## src/rtl/ysyx_040750_trap_seq_if.sv

```systemverilog
// Write-back side bundle for the trap/mret sequencer: request inputs, CSR snapshot,
// the single CSR write port, and the fetch redirect.
interface ysyx_040750_trap_seq_if;
   logic        I_trap_req;
   logic [63:0] I_trap_cause;
   logic [63:0] I_trap_pc;
   logic        I_mret_req;
   logic        I_csr_wen_WB;
   logic [11:0] I_csr_addr_WB;
   logic [63:0] I_csr_data_WB;
   logic [63:0] I_mtvec;
   logic [63:0] I_mepc;
   logic [63:0] I_mstatus;
   logic        O_csr_wen;
   logic [11:0] O_csr_addr;
   logic [63:0] O_csr_wdata;
   logic        O_trap_ack;
   logic        O_flush;
   logic        O_busy;
   logic        O_redirect_valid;
   logic [63:0] O_redirect_pc;
   logic [2:0]  O_dbg_state;

   modport master (
      output I_trap_req, I_trap_cause, I_trap_pc, I_mret_req,
             I_csr_wen_WB, I_csr_addr_WB, I_csr_data_WB,
             I_mtvec, I_mepc, I_mstatus,
      input  O_csr_wen, O_csr_addr, O_csr_wdata, O_trap_ack, O_flush,
             O_busy, O_redirect_valid, O_redirect_pc, O_dbg_state
   );

   modport slave (
      input  I_trap_req, I_trap_cause, I_trap_pc, I_mret_req,
             I_csr_wen_WB, I_csr_addr_WB, I_csr_data_WB,
             I_mtvec, I_mepc, I_mstatus,
      output O_csr_wen, O_csr_addr, O_csr_wdata, O_trap_ack, O_flush,
             O_busy, O_redirect_valid, O_redirect_pc, O_dbg_state
   );
endinterface

```

## src/rtl/ysyx_040750_trap_seq.sv

```systemverilog
// Trap/mret sequencer owning the machine-mode CSR write port: one CSR write per cycle,
// then a fetch redirect; ordinary WB CSR writes pass through while idle.
module ysyx_040750_trap_seq (
   input logic                      I_sys_clk,
   input logic                      I_rst_n,
   ysyx_040750_trap_seq_if.slave    bus
);

   typedef enum logic [2:0] {
      S_IDLE     = 3'd0,
      S_W_EPC    = 3'd1,
      S_W_CAUSE  = 3'd2,
      S_W_STATUS = 3'd3,
      S_T_REDIR  = 3'd4,
      S_R_STATUS = 3'd5,
      S_R_REDIR  = 3'd6
   } state_t;

   localparam logic [11:0] CSR_MSTATUS = 12'h300;
   localparam logic [11:0] CSR_MEPC    = 12'h341;
   localparam logic [11:0] CSR_MCAUSE  = 12'h342;

   state_t      r_state;
   logic [63:0] r_pc_q;
   logic [63:0] r_cause_q;
   logic [63:0] r_vec_q;
   logic [63:0] r_st_q;

   state_t      w_next;
   logic        w_accept;
   logic        w_wen;
   logic [11:0] w_addr;
   logic [63:0] w_wdata;
   logic        w_ack;
   logic        w_flush;
   logic        w_busy;
   logic        w_redir_v;
   logic [63:0] w_redir_pc;
   logic [63:0] w_st_trap;
   logic [63:0] w_st_mret;

   // Request handshake: a trap/mret request is taken only in IDLE, in the same cycle it is
   // seen (O_trap_ack is the acknowledge, no ready/backpressure). Requests seen while busy
   // or while reset is held are dropped, never queued.
   assign w_accept = I_rst_n & (r_state == S_IDLE) & (bus.I_trap_req | bus.I_mret_req);

   // Trap entry: MPIE<-MIE, MIE<-0, MPP<-M.  Mret: MIE<-MPIE, MPIE<-1, MPP stays M.
   assign w_st_trap = {r_st_q[63:13], 2'b11, r_st_q[10:8], r_st_q[3], r_st_q[6:4], 1'b0, r_st_q[2:0]};
   assign w_st_mret = {r_st_q[63:13], 2'b11, r_st_q[10:8], 1'b1, r_st_q[6:4], r_st_q[7], r_st_q[2:0]};

   always_ff @(posedge I_sys_clk or negedge I_rst_n) begin
      if (!I_rst_n) begin
         r_state   <= S_IDLE;
         r_pc_q    <= '0;
         r_cause_q <= '0;
         r_vec_q   <= '0;
         r_st_q    <= '0;
      end else begin
         r_state <= w_next;
         if (w_accept) begin
            r_st_q <= bus.I_mstatus;
            if (bus.I_trap_req) begin
               r_pc_q    <= bus.I_trap_pc;
               r_cause_q <= bus.I_trap_cause;
               r_vec_q   <= bus.I_mtvec;
            end else begin
               r_vec_q   <= bus.I_mepc;
            end
         end
      end
   end

   always_comb begin
      w_next     = r_state;
      w_wen      = 1'b0;
      w_addr     = '0;
      w_wdata    = '0;
      w_ack      = 1'b0;
      w_flush    = 1'b0;
      w_busy     = 1'b1;
      w_redir_v  = 1'b0;
      w_redir_pc = '0;
      case (r_state)
         S_IDLE: begin
            w_busy = 1'b0;
            if (w_accept) begin
               w_ack   = 1'b1;
               w_flush = 1'b1;
               w_next  = bus.I_trap_req ? S_W_EPC : S_R_STATUS;
            end else begin
               w_wen   = bus.I_csr_wen_WB;
               w_addr  = bus.I_csr_addr_WB;
               w_wdata = bus.I_csr_data_WB;
            end
         end
         S_W_EPC: begin
            w_wen   = 1'b1;
            w_addr  = CSR_MEPC;
            w_wdata = r_pc_q;
            w_next  = S_W_CAUSE;
         end
         S_W_CAUSE: begin
            w_wen   = 1'b1;
            w_addr  = CSR_MCAUSE;
            w_wdata = r_cause_q;
            w_next  = S_W_STATUS;
         end
         S_W_STATUS: begin
            w_wen   = 1'b1;
            w_addr  = CSR_MSTATUS;
            w_wdata = w_st_trap;
            w_next  = S_T_REDIR;
         end
         // Direct mode only: the MODE field of mtvec is masked off.
         S_T_REDIR: begin
            w_redir_v  = 1'b1;
            w_redir_pc = {r_vec_q[63:2], 2'b00};
            w_next     = S_IDLE;
         end
         S_R_STATUS: begin
            w_wen   = 1'b1;
            w_addr  = CSR_MSTATUS;
            w_wdata = w_st_mret;
            w_next  = S_R_REDIR;
         end
         S_R_REDIR: begin
            w_redir_v  = 1'b1;
            w_redir_pc = r_vec_q;
            w_next     = S_IDLE;
         end
         default: begin
            w_busy = 1'b0;
            w_next = S_IDLE;
         end
      endcase
   end

   assign bus.O_csr_wen        = w_wen;
   assign bus.O_csr_addr       = w_addr;
   assign bus.O_csr_wdata      = w_wdata;
   assign bus.O_trap_ack       = w_ack;
   assign bus.O_flush          = w_flush;
   assign bus.O_busy           = w_busy;
   assign bus.O_redirect_valid = w_redir_v;
   assign bus.O_redirect_pc    = w_redir_pc;
   assign bus.O_dbg_state      = r_state;

endmodule

```

## src/flat_wrapper.sv

```systemverilog
// flat-port wrapper written by rule: the top's interface ports become plain ports
module ysyx_040750_trap_seq_flat 
  (I_sys_clk, I_rst_n, bus_I_trap_req, bus_I_trap_cause, bus_I_trap_pc, bus_I_mret_req, bus_I_csr_wen_WB, bus_I_csr_addr_WB, bus_I_csr_data_WB, bus_I_mtvec, bus_I_mepc, bus_I_mstatus, bus_O_csr_wen, bus_O_csr_addr, bus_O_csr_wdata, bus_O_trap_ack, bus_O_flush, bus_O_busy, bus_O_redirect_valid, bus_O_redirect_pc, bus_O_dbg_state);
  ysyx_040750_trap_seq_if bus_i ();
  input logic I_sys_clk;
  input logic I_rst_n;
  input wire logic [$bits(bus_i.I_trap_req)-1:0] bus_I_trap_req;
  input wire logic [$bits(bus_i.I_trap_cause)-1:0] bus_I_trap_cause;
  input wire logic [$bits(bus_i.I_trap_pc)-1:0] bus_I_trap_pc;
  input wire logic [$bits(bus_i.I_mret_req)-1:0] bus_I_mret_req;
  input wire logic [$bits(bus_i.I_csr_wen_WB)-1:0] bus_I_csr_wen_WB;
  input wire logic [$bits(bus_i.I_csr_addr_WB)-1:0] bus_I_csr_addr_WB;
  input wire logic [$bits(bus_i.I_csr_data_WB)-1:0] bus_I_csr_data_WB;
  input wire logic [$bits(bus_i.I_mtvec)-1:0] bus_I_mtvec;
  input wire logic [$bits(bus_i.I_mepc)-1:0] bus_I_mepc;
  input wire logic [$bits(bus_i.I_mstatus)-1:0] bus_I_mstatus;
  output wire logic [$bits(bus_i.O_csr_wen)-1:0] bus_O_csr_wen;
  output wire logic [$bits(bus_i.O_csr_addr)-1:0] bus_O_csr_addr;
  output wire logic [$bits(bus_i.O_csr_wdata)-1:0] bus_O_csr_wdata;
  output wire logic [$bits(bus_i.O_trap_ack)-1:0] bus_O_trap_ack;
  output wire logic [$bits(bus_i.O_flush)-1:0] bus_O_flush;
  output wire logic [$bits(bus_i.O_busy)-1:0] bus_O_busy;
  output wire logic [$bits(bus_i.O_redirect_valid)-1:0] bus_O_redirect_valid;
  output wire logic [$bits(bus_i.O_redirect_pc)-1:0] bus_O_redirect_pc;
  output wire logic [$bits(bus_i.O_dbg_state)-1:0] bus_O_dbg_state;
  assign bus_i.I_trap_req = bus_I_trap_req;
  assign bus_i.I_trap_cause = bus_I_trap_cause;
  assign bus_i.I_trap_pc = bus_I_trap_pc;
  assign bus_i.I_mret_req = bus_I_mret_req;
  assign bus_i.I_csr_wen_WB = bus_I_csr_wen_WB;
  assign bus_i.I_csr_addr_WB = bus_I_csr_addr_WB;
  assign bus_i.I_csr_data_WB = bus_I_csr_data_WB;
  assign bus_i.I_mtvec = bus_I_mtvec;
  assign bus_i.I_mepc = bus_I_mepc;
  assign bus_i.I_mstatus = bus_I_mstatus;
  assign bus_O_csr_wen = bus_i.O_csr_wen;
  assign bus_O_csr_addr = bus_i.O_csr_addr;
  assign bus_O_csr_wdata = bus_i.O_csr_wdata;
  assign bus_O_trap_ack = bus_i.O_trap_ack;
  assign bus_O_flush = bus_i.O_flush;
  assign bus_O_busy = bus_i.O_busy;
  assign bus_O_redirect_valid = bus_i.O_redirect_valid;
  assign bus_O_redirect_pc = bus_i.O_redirect_pc;
  assign bus_O_dbg_state = bus_i.O_dbg_state;
  ysyx_040750_trap_seq u_core (.I_sys_clk(I_sys_clk), .I_rst_n(I_rst_n), .bus(bus_i));
endmodule
```

## config.mk

```make
export PLATFORM = sky130hd
export DESIGN_NAME = ysyx_040750_trap_seq_flat
export DESIGN_NICKNAME = d
export VERILOG_FILES = /design/src/rtl/ysyx_040750_trap_seq_if.sv /design/src/rtl/ysyx_040750_trap_seq.sv /design/src/flat_wrapper.sv
export SDC_FILE = /design/constraint.sdc
export NUM_CORES = 1
export LEC_CHECK = 0
export ABC_AREA = 1
export BUFFER_PORTS_ARGS = -buffer_cell sky130_fd_sc_hd__clkbuf_2
export CAP_MARGIN = 30
export CORE_AREA = 2 2 212 214
export DETAILED_ROUTE_END_ITERATION = 16
export DIE_AREA = 0 0 214 216
export GPL_ROUTABILITY_DRIVEN = 0
export PLACE_DENSITY = 0.57
export SLEW_MARGIN = 15
export SYNTH_ARGS = -nofsm -noshare
export SYNTH_HDL_FRONTEND = slang
export SYNTH_SLANG_ARGS = --single-unit
```

## constraint.sdc

```tcl
create_clock -name I_sys_clk -period 2.6 [get_ports I_sys_clk]
set_clock_uncertainty 0.15 [all_clocks]
set_input_delay 0.26 -clock I_sys_clk [delete_from_list [all_inputs] [get_ports I_sys_clk]]
set_output_delay 0.26 -clock I_sys_clk [all_outputs]
set_load 0.1 [all_outputs]
```

==> impl_metrics.ini <==
[yosys]
synth-seq-cells = 257
yosysSeqAreaShare_pct = 44.9
synth-simple-area-share_pct = 44.4
synth_top_family_by_area = simple AND/OR/NAND/NOR gates
syn_nets = 2476
synth_warnings = 0
synth-adder-area-share_pct = 0
synth-xor-area-share_pct = 0
syn_avg_cell_area_sq_um = 6.90
ys_types = 19
netlist_instances = 2075
synth_compound_area_share_pct = 2.40
synth.area.mux_share_pct = 0
synthesis.area_sq_mm = 0.0143

[timing]
post-route-min-period_ns = 2.65
drv_slew = 0
max_freq_mhz = 377
hold_slack_ns = 0.152
finalHoldViolations = 0
finalSetupViolCount = 54
tightestPinTransition_ns = 0.919
rsz0062_at_grt = yes
maxSlewHeadroom_pct = 38.7
final.setup.worst_slack_ns = -0.0540
period_share_pct = 102

[final_layout]
num-nets-final = 3292
mostFrequentLayoutCells = nand2_1 (868), clkbuf_2 (398), dlygate4sd3_1 (319)
drive_above_1_share_pct = 32.2
ff_latch_area_sq_mm = 0.00644
mostFrequentLayoutCell = nand2_1
utilization_pct = 59.7
nFillCells = 3647
multiInputGateArea_sq_mm = 0.00786
syn2layout_area_growth_pct = 82.7

[clocking]
cts_tree = done
cts_buffer_depth = 3
root_buffer = clkbuf_16
clk_latency_ns = 0.57
numCtsBuffers = 31
path_clk_slew_ns = 0.06
cts.sinks = 257
htree_levels = 1

[floorplan]
ios = 549
initial_core_util_pct = 32.7
core_area_sq_mm = 0.0438
die_area_sq_mm = 0.0462
die_width_um = 214
rows = 77
die_height_um = 216

[place]
place_ws_ns = 0.320
dp_hpwl_um = 37900
port_buffers = 546

[global_routing]
grt_pass1_wl_um = 101000
grt_overflow = 0
grt_max_degree = 156
grt_pass1_vias = 18300
grt_use_total_pct = 27.2
antenna_found_initial = 4

[setup_path]
critPathLaunchType = flip-flop
crit_fanout = 7
r2r-start = u_core.bus.O_dbg_state[0]
cp-startpoint = u_core.bus.O_dbg_state[0]
critPathRequiredTime_ns = 2.19
cp.arrival_ns = 2.24
path_class = flip-flop to primary output
cp-end-kind = primary output

[pwr]
power_mw = 37.4
p_per_area_mw_per_mm2 = 1430
max-vdd-ir-drop_mv = 1.12
leakagePower_nw = 13.3

[worst_hold_path]
hp-class = primary input to flip-flop
min_from = bus_I_trap_req

[routing]
dr_total_vias = 17800
wirelength_um = 65000
wire_per_inst_um = 18.5
first_pass_iters = 5
drc = 0
via_per_inst = 5.06
first_iter_violations = 1656
antenna_left = 0

[status]
status = finished with violations
violations = negative setup slack

[run]
max_cap_viol_count = 0
==> flip-flops by register name (all words and copies together) (netlist names) <==
signal / flops
u_core.r_cause_q: 64
u_core.bus.O_dbg_state: 3
u_core.r_pc_q: 64
u_core.r_st_q: 62
u_core.r_vec_q: 64
==> through the flow <==
| stage | std cells | TNS, ns | instance area, sq um |
|---|---|---|---|
| finish | 3511 | -1.18 | 26200 |
| global route | 3510 | -7.68 | 26200 |
| CTS | 3487 | -2.25 | 25600 |
| detailed placement | 3076 | 0 | 20300 |
| global placement | 3076 | 0 | 20300 |
| floorplan | 2075 | -10.37 | 15000 |
==> worst max-delay path, cell delays in order, from the launching register on <==
cell,delay (ns)
dfrtp_4,0.52
nor2_4,0.19
nand2_8,0.09
nor2_4,0.16
buf_12,0.18
buf_16,0.20
nand2_4,0.06
nand2_4,0.09
buf_12,0.17
==> worst paths after layout <==
path / slack (ns) / endpoint / depth (start not counted)
max in group asynchronous: 0.73 / u_core.r_st_q[62] / 4
min in group asynchronous: 0.33 / u_core.r_st_q[61] / 3
worst max-delay path: -0.05 / bus_O_csr_wdata[26] / 8
worst min register to register: 0.32 / u_core.r_cause_q[9] / 2
worst max register to register: 0.35 / u_core.r_cause_q[51] / 9
worst min-delay path: 0.15 / u_core.r_cause_q[2] / 4
==> synthesized netlist by cell type (all sizes together) <==
| master | number | area share, % |
|---|---|---|
| nand2 | 965 | 25 |
| dfrtp | 257 | 45 |
| nand3 | 203 | 7.1 |
| nand4 | 183 | 8.0 |
| nor2 | 146 | 3.9 |
| buf | 104 | 4.4 |
| inv | 79 | 2.1 |
| clkbuf | 69 | 1.8 |
| o21ai | 67 | 2.4 |
| a21oi | 1 | 0.035 |
| nor3 | 1 | 0.035 |
==> cell families after synthesis <==
| kind of cell | Yosys count |
|---|---|
| compound gates | 68 |
| buf+inv | 252 |
| flops | 257 |
| simple gates | 1498 |
==> where the power goes <==
group	leakage, nW	switching [mW]	internal [mW]	total (mW)
Sequential	3.20	1.10	5.97	7.07
Combinational	9.61	16.9	9.02	25.9
Clock	0.520	1.83	2.58	4.42
Total	13.3	19.8	17.6	37.4
==> final cells by class <==
class,instances,share of cell area (%)
diodes,4,0.0382
clock buffers,40,3.36
clock inverters,17,0.583
inverters,79,1.38
multi-input cells,1566,30.0
flip-flops and latches,257,24.6
well taps,592,2.83
repair buffers,955,37.1
repair inverters,1,0.0430
==> layer usage <==
layer | track usage [%] | wire length [um] | vias up
li1 | - | - | 8340
met1 | 33.6 | 25000 | 8392
met2 | 46.3 | 31900 | 894
met3 | 5.62 | 5500 | 153
met4 | 11.1 | 2520 | 0
met5 | 0 | 0 | -
==> timing repair <==
item                                    4_1_cts  5_1_grt
cloned                                       17        8
endpoints found under the hold margin       452        0
pin swaps                                    29       40
endpoints found under the setup margin      123      140
gates resized for setup                     131       74
hold buffers                                319        0
setup buffers                                19       15
Note: power is estimated with default switching activity, not from simulation.
